===== src/rtl/vx_sa_feeder.sv =====
`default_nettype none
// ---------------------------------------------------------------------------
// vx_sa_feeder : latches an NxN A/B tile pair and streams it diagonally skewed
//                into a systolic array. Rev 1.0
// ---------------------------------------------------------------------------
module vx_sa_feeder #(
  parameter int MATRIX_SIZE = 2,
  parameter int DATA_SIZE   = 32
) (
  input  logic                                          clk,
  input  logic                                          reset,
  input  logic                                          req_valid,
  input  logic [MATRIX_SIZE*MATRIX_SIZE*DATA_SIZE-1:0]  req_a,
  input  logic [MATRIX_SIZE*MATRIX_SIZE*DATA_SIZE-1:0]  req_b,
  output logic                                          req_ready,
  input  logic                                          flush,
  output logic                                          sa_clear,
  output logic                                          sa_valid,
  output logic [MATRIX_SIZE*DATA_SIZE-1:0]              sa_in_a,
  output logic [MATRIX_SIZE*DATA_SIZE-1:0]              sa_in_b,
  output logic                                          busy,
  output logic                                          done
);

  localparam int N  = MATRIX_SIZE;
  localparam int DW = DATA_SIZE;
  localparam int CW = ($clog2(2*N) < 1) ? 1 : $clog2(2*N);

  localparam logic [CW-1:0] FEED_LAST  = CW'(2*N-2);
  localparam logic [CW-1:0] DRAIN_LAST = CW'(N-1);

  localparam logic [2:0] S_IDLE  = 3'd0;
  localparam logic [2:0] S_CLEAR = 3'd1;
  localparam logic [2:0] S_FEED  = 3'd2;
  localparam logic [2:0] S_DRAIN = 3'd3;
  localparam logic [2:0] S_DONE  = 3'd4;

  logic [2:0]          state_q, state_d;
  logic [CW-1:0]       cnt_q, cnt_d;
  logic [N*N*DW-1:0]   a_q, b_q;
  logic                accept;
  logic [31:0]         t_w;

  // flush has priority over an accept in the same cycle
  assign req_ready = ((state_q == S_IDLE) || (state_q == S_DONE)) && !flush;
  assign accept    = req_ready && req_valid;
  assign sa_clear  = (state_q == S_CLEAR);
  assign sa_valid  = (state_q == S_FEED);
  assign busy      = (state_q != S_IDLE);
  assign done      = (state_q == S_DONE);
  assign t_w       = 32'(cnt_q);

  always_comb begin
    state_d = state_q;
    cnt_d   = cnt_q;
    case (state_q)
      S_IDLE: begin
        if (accept) begin
          state_d = S_CLEAR;
          cnt_d   = '0;
        end
      end
      S_CLEAR: begin
        state_d = S_FEED;
        cnt_d   = '0;
      end
      S_FEED: begin
        if (cnt_q == FEED_LAST) begin
          state_d = S_DRAIN;
          cnt_d   = '0;
        end else begin
          cnt_d = cnt_q + CW'(1);
        end
      end
      S_DRAIN: begin
        if (cnt_q == DRAIN_LAST) begin
          state_d = S_DONE;
          cnt_d   = '0;
        end else begin
          cnt_d = cnt_q + CW'(1);
        end
      end
      S_DONE: begin
        state_d = accept ? S_CLEAR : S_IDLE;
        cnt_d   = '0;
      end
      default: begin
        state_d = S_IDLE;
        cnt_d   = '0;
      end
    endcase
    if (flush) begin
      state_d = S_IDLE;
      cnt_d   = '0;
    end
  end

  always_ff @(posedge clk or negedge reset) begin
    if (!reset) begin
      state_q <= S_IDLE;
      cnt_q   <= '0;
    end else begin
      state_q <= state_d;
      cnt_q   <= cnt_d;
    end
  end

  always_ff @(posedge clk or negedge reset) begin
    if (!reset) begin
      a_q <= '0;
      b_q <= '0;
    end else if (accept) begin
      a_q <= req_a;
      b_q <= req_b;
    end
  end

  // Lane i carries element k = t - i; everything outside that window is zero
  always_comb begin
    sa_in_a = '0;
    sa_in_b = '0;
    if (state_q == S_FEED) begin
      for (int i = 0; i < N; i++) begin
        for (int k = 0; k < N; k++) begin
          if (t_w == 32'(i + k)) begin
            sa_in_a[i*DW +: DW] = a_q[(i*N+k)*DW +: DW];
            sa_in_b[i*DW +: DW] = b_q[(k*N+i)*DW +: DW];
          end
        end
      end
    end
  end

endmodule
`default_nettype wire


===== config.mk =====
export PLATFORM = sky130hd
export DESIGN_NAME = vx_sa_feeder
export DESIGN_NICKNAME = d
export VERILOG_FILES = /design/src/rtl/vx_sa_feeder.sv
export SDC_FILE = /design/constraint.sdc
export NUM_CORES = 1
export LEC_CHECK = 0
export CAP_MARGIN = 20
export CORE_ASPECT_RATIO = 0.75
export CORE_MARGIN = 2
export CORE_UTILIZATION = 45
export CTS_CLUSTER_DIAMETER = 120
export DETAILED_ROUTE_END_ITERATION = 10
export HOLD_SLACK_MARGIN = 0.03
export PLACE_DENSITY_LB_ADDON = 0.08
export SYNTH_ARGS = -nofsm -noshare
export SYNTH_HDL_FRONTEND = slang
export SYNTH_SLANG_ARGS = --single-unit

===== constraint.sdc =====
create_clock -name clk -period 2.25 [get_ports clk]
set_input_delay 0.3375 -clock clk [delete_from_list [all_inputs] [get_ports clk]]
set_output_delay 0.3375 -clock clk [all_outputs]
set_load 0.02 [all_outputs]

**Word level (Yosys, flattened, before mapping)**

Cells that the tools add are included.

- Bits in registers: 261
- Bits of input ports: 260
- Output and inout bits: 133
- Logic and storage cells: 43

- Add/subtract/negate cells: 1
- Equal/unequal tests: 9
- Reductions and logical operators: 8
- Multiplexer cells: 21

Operators by type and width:

| kind | count |
|---|---|
| 32-bit two-way mux | 8 |
| 64-bit two-way mux | 2 |
| 32-bit logical NOT | 1 |
| 3-bit one-hot mux with 5 select lines | 1 |
| 3-bit two-way mux | 4 |
| 2-bit two-way mux | 4 |
| 3-bit by 2-bit == test with 1-bit output, second input constant | 2 |
| 3-bit inequality test, second input constant | 2 |
| 2-bit one-hot mux with 3 select lines | 1 |
| 3-bit by 1-bit == test with 1-bit output, second input constant | 1 |
| 3-bit == test, second input constant | 1 |
| 3-bit logical NOT | 1 |
| 3-bit by 2-bit inequality test with 1-bit output, second input constant | 1 |
| 3-bit AND reduction | 1 |
| 3-bit nonzero test | 1 |
| 2-bit by 1-bit adder with 2-bit output, second input constant | 1 |
| 2-bit by 1-bit == test with 1-bit output, second input constant | 1 |
| 2-bit == test, second input constant | 1 |
| 1-bit logical AND | 2 |
| 1-bit logical NOT | 1 |
| 1-bit logical OR | 1 |
| 1-bit two-way mux | 1 |

**Depth between registers and ports, before layout**

Gate-level depths: netlist (run 1).

- Depth after elaboration: 7
- Depth in mapped cells: 8
- Depth with buffers taken out: 4

**Worst setup path before layout (run 1)**

No wires, ideal clock.

- Path kind: register to register
- Start: register state_q[1]
- End: register a_q[50]
- Period minus slack after synthesis: 2.178 ns
- Arrival time: 2.053 ns
- Path buffers: 4
- Stages on the path, launching flop included: 8
- Setup time: 0.125 ns
- Required time: 2.125 ns
- Path slack: 0.072 ns
- Cells stage by stage: dfrtp_1 buf_4 nor3_1 and2_1 buf_2 buf_2 buf_4 mux2_2

- Cells in the longest elaborated chain, start to end: 4
- Elaborated cells between the ends (all ways): 5
- Those cells by class: eq/ne (1); reduce/logical (4)

RTL lines:

| what | line | text |
|---|---|---|
| from (decl) | 38 | `logic [2:0] state_q, state_d;` |
| from (signal assigned) | 103 | `state_q <= state_d;` |
| 3-bit == test / 3-bit logical NOT (equally long branches) | 45 | `assign req_ready = ((state_q == S_IDLE) \|\| (state_q == S_DONE)) && !flush;` |
| 1-bit logical OR * | 45 |  |
| 1-bit logical AND * | 45 |  |
| named net req_ready | 15 | `output logic req_ready,` |
| 1-bit logical AND * | 46 | `assign accept = req_ready && req_valid;` |
| to (signal assigned) | 113 | `a_q <= req_a;` |
| to (decl) | 40 | `logic [N*N*DW-1:0] a_q, b_q;` |

The timed path passes the listed nets; every way through them passes the cells marked *.
A chain may end at the register's enable or synchronous reset.

**Worst setup path after layout (run 1)**

- Start: register state_q[1]
- End: output sa_in_a[61]

- Cells in the longest elaborated chain, start to end: 2

RTL lines:

| what | line | text |
|---|---|---|
| 3-bit by 2-bit == test with 1-bit output | 122 | `if (state_q == S_FEED) begin` |
| 64-bit two-way mux | 122 |  |
| to (decl) | 19 | `output logic [MATRIX_SIZE*DATA_SIZE-1:0] sa_in_a,` |

No other way between the ends.

==> metrics, run 1 <==
Flop pwr share 45.8%; setup violators final 128; Synth Cell Area roughly 11,000 µm²; Rel. slew slack 68.4%; CP Launch Type register; FMAX 387 MHz; initial drt markers 323; final WL 32.1 mm; fin area 17,400 µm²; CP top delay family simple AND/OR/NAND/NOR gates; post-route ant nets 0; Slew Viols, Final 0; post-DP HPWL approximately 22 mm; RR Startpoint state_q[1]$_DFFE_PN0P_; total power 16.1 mW; Crit Path Max Fanout 5; Psw 4.29 mW; GR Util All Layers a little under a quarter; Synth area leader dfrtp_1; R2R setup slack 180 ps; # nets final between 1,000 and 1,500; Post-Synthesis Cells 741; Die Ht 140 µm; vias per cell 5.27; Placed Cells incl. Taps 1,448; Max IR drop VDD 681 µV; WS Path Type register to output port; setup TNS -35,520 ps; GPL Wtd Cong 0.809; share of layout cells above drive strength 1 a little over two fifths; CP Capture Type output port; Die Wd roughly 190 µm; Worst EP arrival 2250 ps; IO Count about 390; Leakage Power roughly 7.4 nW; register area share after synthesis approximately 59%; total of max-cap violations 0; Sink Count 261; worst path bufs/invs 5; RSZ-0062 raised after global routing yes; largest net degree at the start of global routing 55; Synth warnings 0; htree depth 1; vias in the first global route 8,315; Hold Path Class input port to async pin; Initial Utilization between 40% and 50%; Num CTS Buffers 27; Core Area around 24,000 µm²; via count 8,058; Placement Setup Slack -379 ps; GRT overflow 0; initial antenna violation count 2; Gate power share 25.7%; DP Area around 16,000 µm²; clock network power share between 20 and 30%; clock-pin slew on the worst setup and hold paths 60 ps; ys flop type dfrtp_1; R2R depth 7; synth top area cells dfrtp_1, mux2_2, a22o_1, buf_4, buf_2; Non-Filler Instances 1,529; setup slack after layout -336 ps; Mapped Avg Cell Area between 15 and 20 µm²; CP max-delay cell or3_4; Avg WL per Cell 21.0 µm; post-layout util a little under three quarters; clk root buf clkbuf_16; Internal Power 11.8 mW; Hold Vio Cnt, Final 0; area share of the largest cell type after synthesis about three fifths; fin crit period 2590 ps; drt drc 0; CTS tree built; Yosys cell types 23; area grow syn2layout 56.0%; pwr/cell area 924 nW/µm²; outcome complete, but fails checks; Hold WS 316 ps; port bufs a little under 400; Yosys reg bits about 260; Clock Latency Late Sink around 540 ps; share of flip-flops with an asynchronous set or reset 100%; clock buffer depth 3; CP Cell Sequence inv_2 -> or3_4 -> nor2_4 -> buf_6 -> buf_4 -> buf_6 -> a22o_1 -> buf_4; # rows slightly below 50; Crit path required time 1910 ps; Synth Net Count 1,001; Tcrit/Tclk final 115%; switch share between 20% and 30%; EDFF count, synth 0; Final Skew 24.0 ps; first-pass GRT wire length 48.2 mm; RR Endpoint a_q[57]$_DFFE_PN0P_; router iterations before antenna repair 6; Worst-Margin Slew ~470 ps; full die area 26,000 µm²; Crit path largest cell delay 440 ps; failing checks negative setup slack
==> what timing repair did <==
action | CTS | global route
buffers inserted | 7 | 12
hold buffers | 1 | 0
setup endpoints to repair | 132 | 129
pin swaps | 5 | 31
resized for setup | 594 | 166
cloned | 6 | 7
endpoints found under the hold margin | 48 | 0
==> power by group through the flow <==
stage / logic (mW) / clock network, mW / registers (mW)
after CTS: 4.04 / 4.66 / 7.36
after global placement: 3.73 / 0 / 7.40
final: 4.13 / 4.57 / 7.36
after floorplan: 2.48 / 0 / 7.09
after detailed placement: 3.84 / 0 / 7.42
after global routing: 4.44 / 4.86 / 7.59
==> placed cells by master (no fill, tap or decap), types with 2 or more instances in the layout <==
cell type / count
a22o_4: 3
inv_1: 3
o21ai_0: 3
clkinvlp_4: 5
mux2_2: 256
clkbuf_16: 34
buf_12: 35
dfrtp_1: 261
nor3_1: 4
a22o_1: 125
bufinv_16: 3
clkbuf_1: 2
buf_8: 2
nand2_1: 4
nor2_1: 3
dlygate4sd2_1: 4
nor4_1: 4
clkbuf_8: 5
nand2b_1: 2
buf_6: 107
clkdlybuf4s50_1: 258
buf_4: 45
clkinv_2: 5
nor2_4: 2
a21oi_1: 2
buf_16: 6
==> final cells by class <==
type,instances,area [µm²]
inverter,4,15.0
tap,331,414
fill,1682,6780
timing repair buffer,467,5260
antenna,1,2.50
multi-input combinational,417,4240
sequential,261,6530
clock buffer,34,752
clock inverter,14,161
==> how the worst max path moves through the flow <==
stage | start | endpoint | slack (ps) | cells past startpoint
finish | state_q[1]$_DFFE_PN0P_ | sa_in_a[61] | -340 | 8
detailed placement | state_q[1]$_DFFE_PN0P_ | sa_in_b[31] | -380 | 7
CTS | state_q[2]$_DFFE_PN0P_ | sa_in_b[16] | -420 | 6
global placement | state_q[1]$_DFFE_PN0P_ | sa_in_b[28] | -360 | 6
floorplan | state_q[1]$_DFFE_PN0P_ | a_q[50]$_DFFE_PN0P_ | 70 | 7
global route | state_q[1]$_DFFE_PN0P_ | sa_in_a[26] | -420 | 8
==> sequential cells by signal, indices dropped and copies added, names as in the netlist <==
signal   count
a_q        128
cnt_q        2
b_q        128
state_q      3
==> cell usage after synthesis, types with 2 or more instances <==
master / count
a21oi_1: 2
a22o_1: 128
and2_1: 2
buf_2: 27
buf_4: 26
buf_6: 6
dfrtp_1: 261
inv_1: 3
mux2_2: 256
nand2_1: 4
nand2b_1: 2
nor2_1: 4
nor3_1: 4
nor4_1: 4
o21ai_0: 3
or3_1: 2
==> logic make-up after synthesis <==
group / count (synthesis) / share of synthesized area, %
and+or+nand+nor: 25 / 1.27
buffers and inverters: 63 / 3.71
DFF: 261 / 58.6
AOI/OAI and AO/OA: 135 / 10.4
muxes: 257 / 26.0
==> metal layers <==
metal	up-vias	part of all wire [%]	global-route usage, %
met5	-	0	0
met4	0	3.1	6.71
met3	58	8.7	7.57
met2	292	48	39.3
met1	4050	40	30.4
li1	3658	-	-
(Power assumes the default switching activity.)
==> inputs of run 2 (changes only) <==
--- a/config.mk
+++ b/config.mk
@@ -5,6 +5,7 @@
 export SDC_FILE = /design/constraint.sdc
 export NUM_CORES = 1
 export LEC_CHECK = 0
+export ABC_AREA = 1
 export CAP_MARGIN = 20
 export CORE_ASPECT_RATIO = 0.75
 export CORE_MARGIN = 2
==> run 2 against run 1 <==
- the run still ends with negative setup slack left
- synthesized cell count is 110% higher
- combinational power is 68% higher
- sequential share of layout area is 2.6 points lower
==> metrics, run 2 <==
Final Skew a little under 10 ps; router iterations before antenna repair 5; final WL around 40 mm; Initial Utilization between 40% and 50%; Hold Vio Cnt, Final 0; # rows 52; Rel. slew slack 63.5%; biggest regs a_q (128), b_q (128), state_q (3); Worst-Margin Slew 548 ps; full die area 29,300 µm²; Synth Net Count around 1,800; first-pass GRT wire length 58.0 mm; Clock Latency Late Sink 530 ps; total power ~20 mW; Max IR drop VDD 641 µV; FMAX about 440 MHz; RSZ-0062 raised after global routing yes; # nets final roughly 2,200; register area share after synthesis between 50% and 60%; clock-pin slew on the worst setup and hold paths about 60 ps; post-DP HPWL 25.9 mm; R2R setup slack 690 ps; Synth warnings 0; WS Path Type register to output port; most common cell after layout, fill and taps aside nand2_1; clock buffer depth 3; pwr/cell area 1080 nW/µm²; CP Capture Type output port; ys flop type dfrtp_1; Synth Cell Area between 10,000 and 15,000 µm²; via count 11,300; GR Util All Layers about a quarter; outcome complete, but fails checks; Slew Viols, Final 0; setup slack after layout -44.2 ps; most frequent cells after synthesis nand2_1, inv_1, dfrtp_1; Placed Cells incl. Taps 2,255; top-count cell post-synth nand2_1; Yosys reg bits 261; EDFF count, synth 0; fill count 2,297; Yosys cell types 21; GRT overflow 0; CP Launch Type register; post-route ant nets 0; failing checks negative setup slack; R2R depth 6; DP Area 16,900 µm²; vias per cell 4.87; htree depth 1; total of max-cap violations 0; Core Area roughly 27,000 µm²; Num CTS Buffers 27; fin area around 19,000 µm²; Worst EP arrival a little under 2000 ps; Avg WL per Cell 16.7 µm; Hold Path Class input port to register; Non-Filler Instances approximately 2,300; Die Wd 197 µm; CTS tree built; vias in the first global route 10,800; Synth area leader dfrtp_1; port bufs 392; clk root buf clkbuf_16; Tcrit/Tclk final 102%; commonest non-fill, non-tap cells in the layout nand2_1, inv_1, dfrtp_1; synth top area cells dfrtp_1, nand2_1, o21ai_1, inv_1, a21oi_2; fin crit period 2290 ps; Placement Setup Slack -61.8 ps; Crit path required time 1910 ps; Worst Hold Path Cells 3; Sink Count 261; drt drc 0; share of layout cells above drive strength 1 a little over a fifth; setup TNS -379 ps; largest net degree at the start of global routing 72; Crit Path Max Fanout 8; area share of the largest cell type after synthesis 52.0%; initial antenna violation count 5; initial drt markers 641; setup violators final 21; Die Ht 149 µm; Leakage Power 9.00 nW; Mapped Avg Cell Area ~8 µm²; IO Count ~390; share of flip-flops with an asynchronous set or reset 100%; GPL Wtd Cong about 0.9; area grow syn2layout 48.6%; Post-Synthesis Cells 1,565
run 2: what timing repair did:
action | 4_1_cts | 5_1_grt
endpoints found under the setup margin | 132 | 125
setup buffers | 5 | 6
gates resized for setup | 653 | 259
hold buffers | 1 | 0
hold endpoints to repair | 53 | 0
cloned | 5 | 6
pin swaps | 2 | 55
run 2: cells by family after synthesis:
family	Yosys count	synth area share [%]
buffers and inverters	365	13.9
DFF	261	52.0
AOI/OAI and AO/OA	391	17.4
and+or+nand+nor	548	16.8
run 2: area by class of cell:
class	instances	area, µm²	share of cell area (%)
Antenna cell	5	12.5	0.0670
Tap cell	351	439	2.35
Inverter	268	1010	5.42
Clock buffer	41	798	4.28
Clock inverter	5	100	0.536
Sequential cell	261	6530	35.0
Timing Repair Buffer	457	4930	26.4
Timing Repair inverter	1	6.26	0.0335
Multi-Input combinational cell	939	4840	25.9
run 2: worst max-delay path, cell delays in order (launching register included):
cell,delay (ps)
dfrtp_2,440
buf_6,130
nor2_4,120
buf_8,170
clkbuf_16,190
nand2_2,60
a21oi_2,180
buf_6,140
run 2: worst paths after layout:
path | startpoint | end
max | cnt_q[0]$_DFFE_PN0P_ | sa_in_a[11]
min | req_a[9] | a_q[9]$_DFFE_PN0P_
max reg2reg | state_q[1]$_DFFE_PN0P_ | a_q[112]$_DFFE_PN0P_
min reg2reg | a_q[101]$_DFFE_PN0P_ | a_q[101]$_DFFE_PN0P_
max in group asynchronous | reset | a_q[52]$_DFFE_PN0P_
min in group asynchronous | reset | a_q[102]$_DFFE_PN0P_
run 2: metrics by stage:
| step | hold WS (ps) | util (%) |
|---|---|---|
| after detailed placement | 328 | 62.0 |
| after CTS | 332 | 64.9 |
| after floorplan | 41.9 | - |
| after global placement | 328 | 62.0 |
| final | 345 | 68.6 |
| after global routing | 348 | 68.6 |
run 2: where the power goes:
| group | switching, mW | internal (mW) |
|---|---|---|
| combinational | 3.90 | 3.05 |
| sequential | 1.48 | 7.06 |
| clock | 1.82 | 2.76 |
| total | 7.20 | 12.9 |
run 2: per-layer routing:
metal,global-route usage (%),share of wire (%)
met1,33.7,43
met2,41.1,47
met3,5.58,7.1
met4,7.03,2.4
met5,0,0
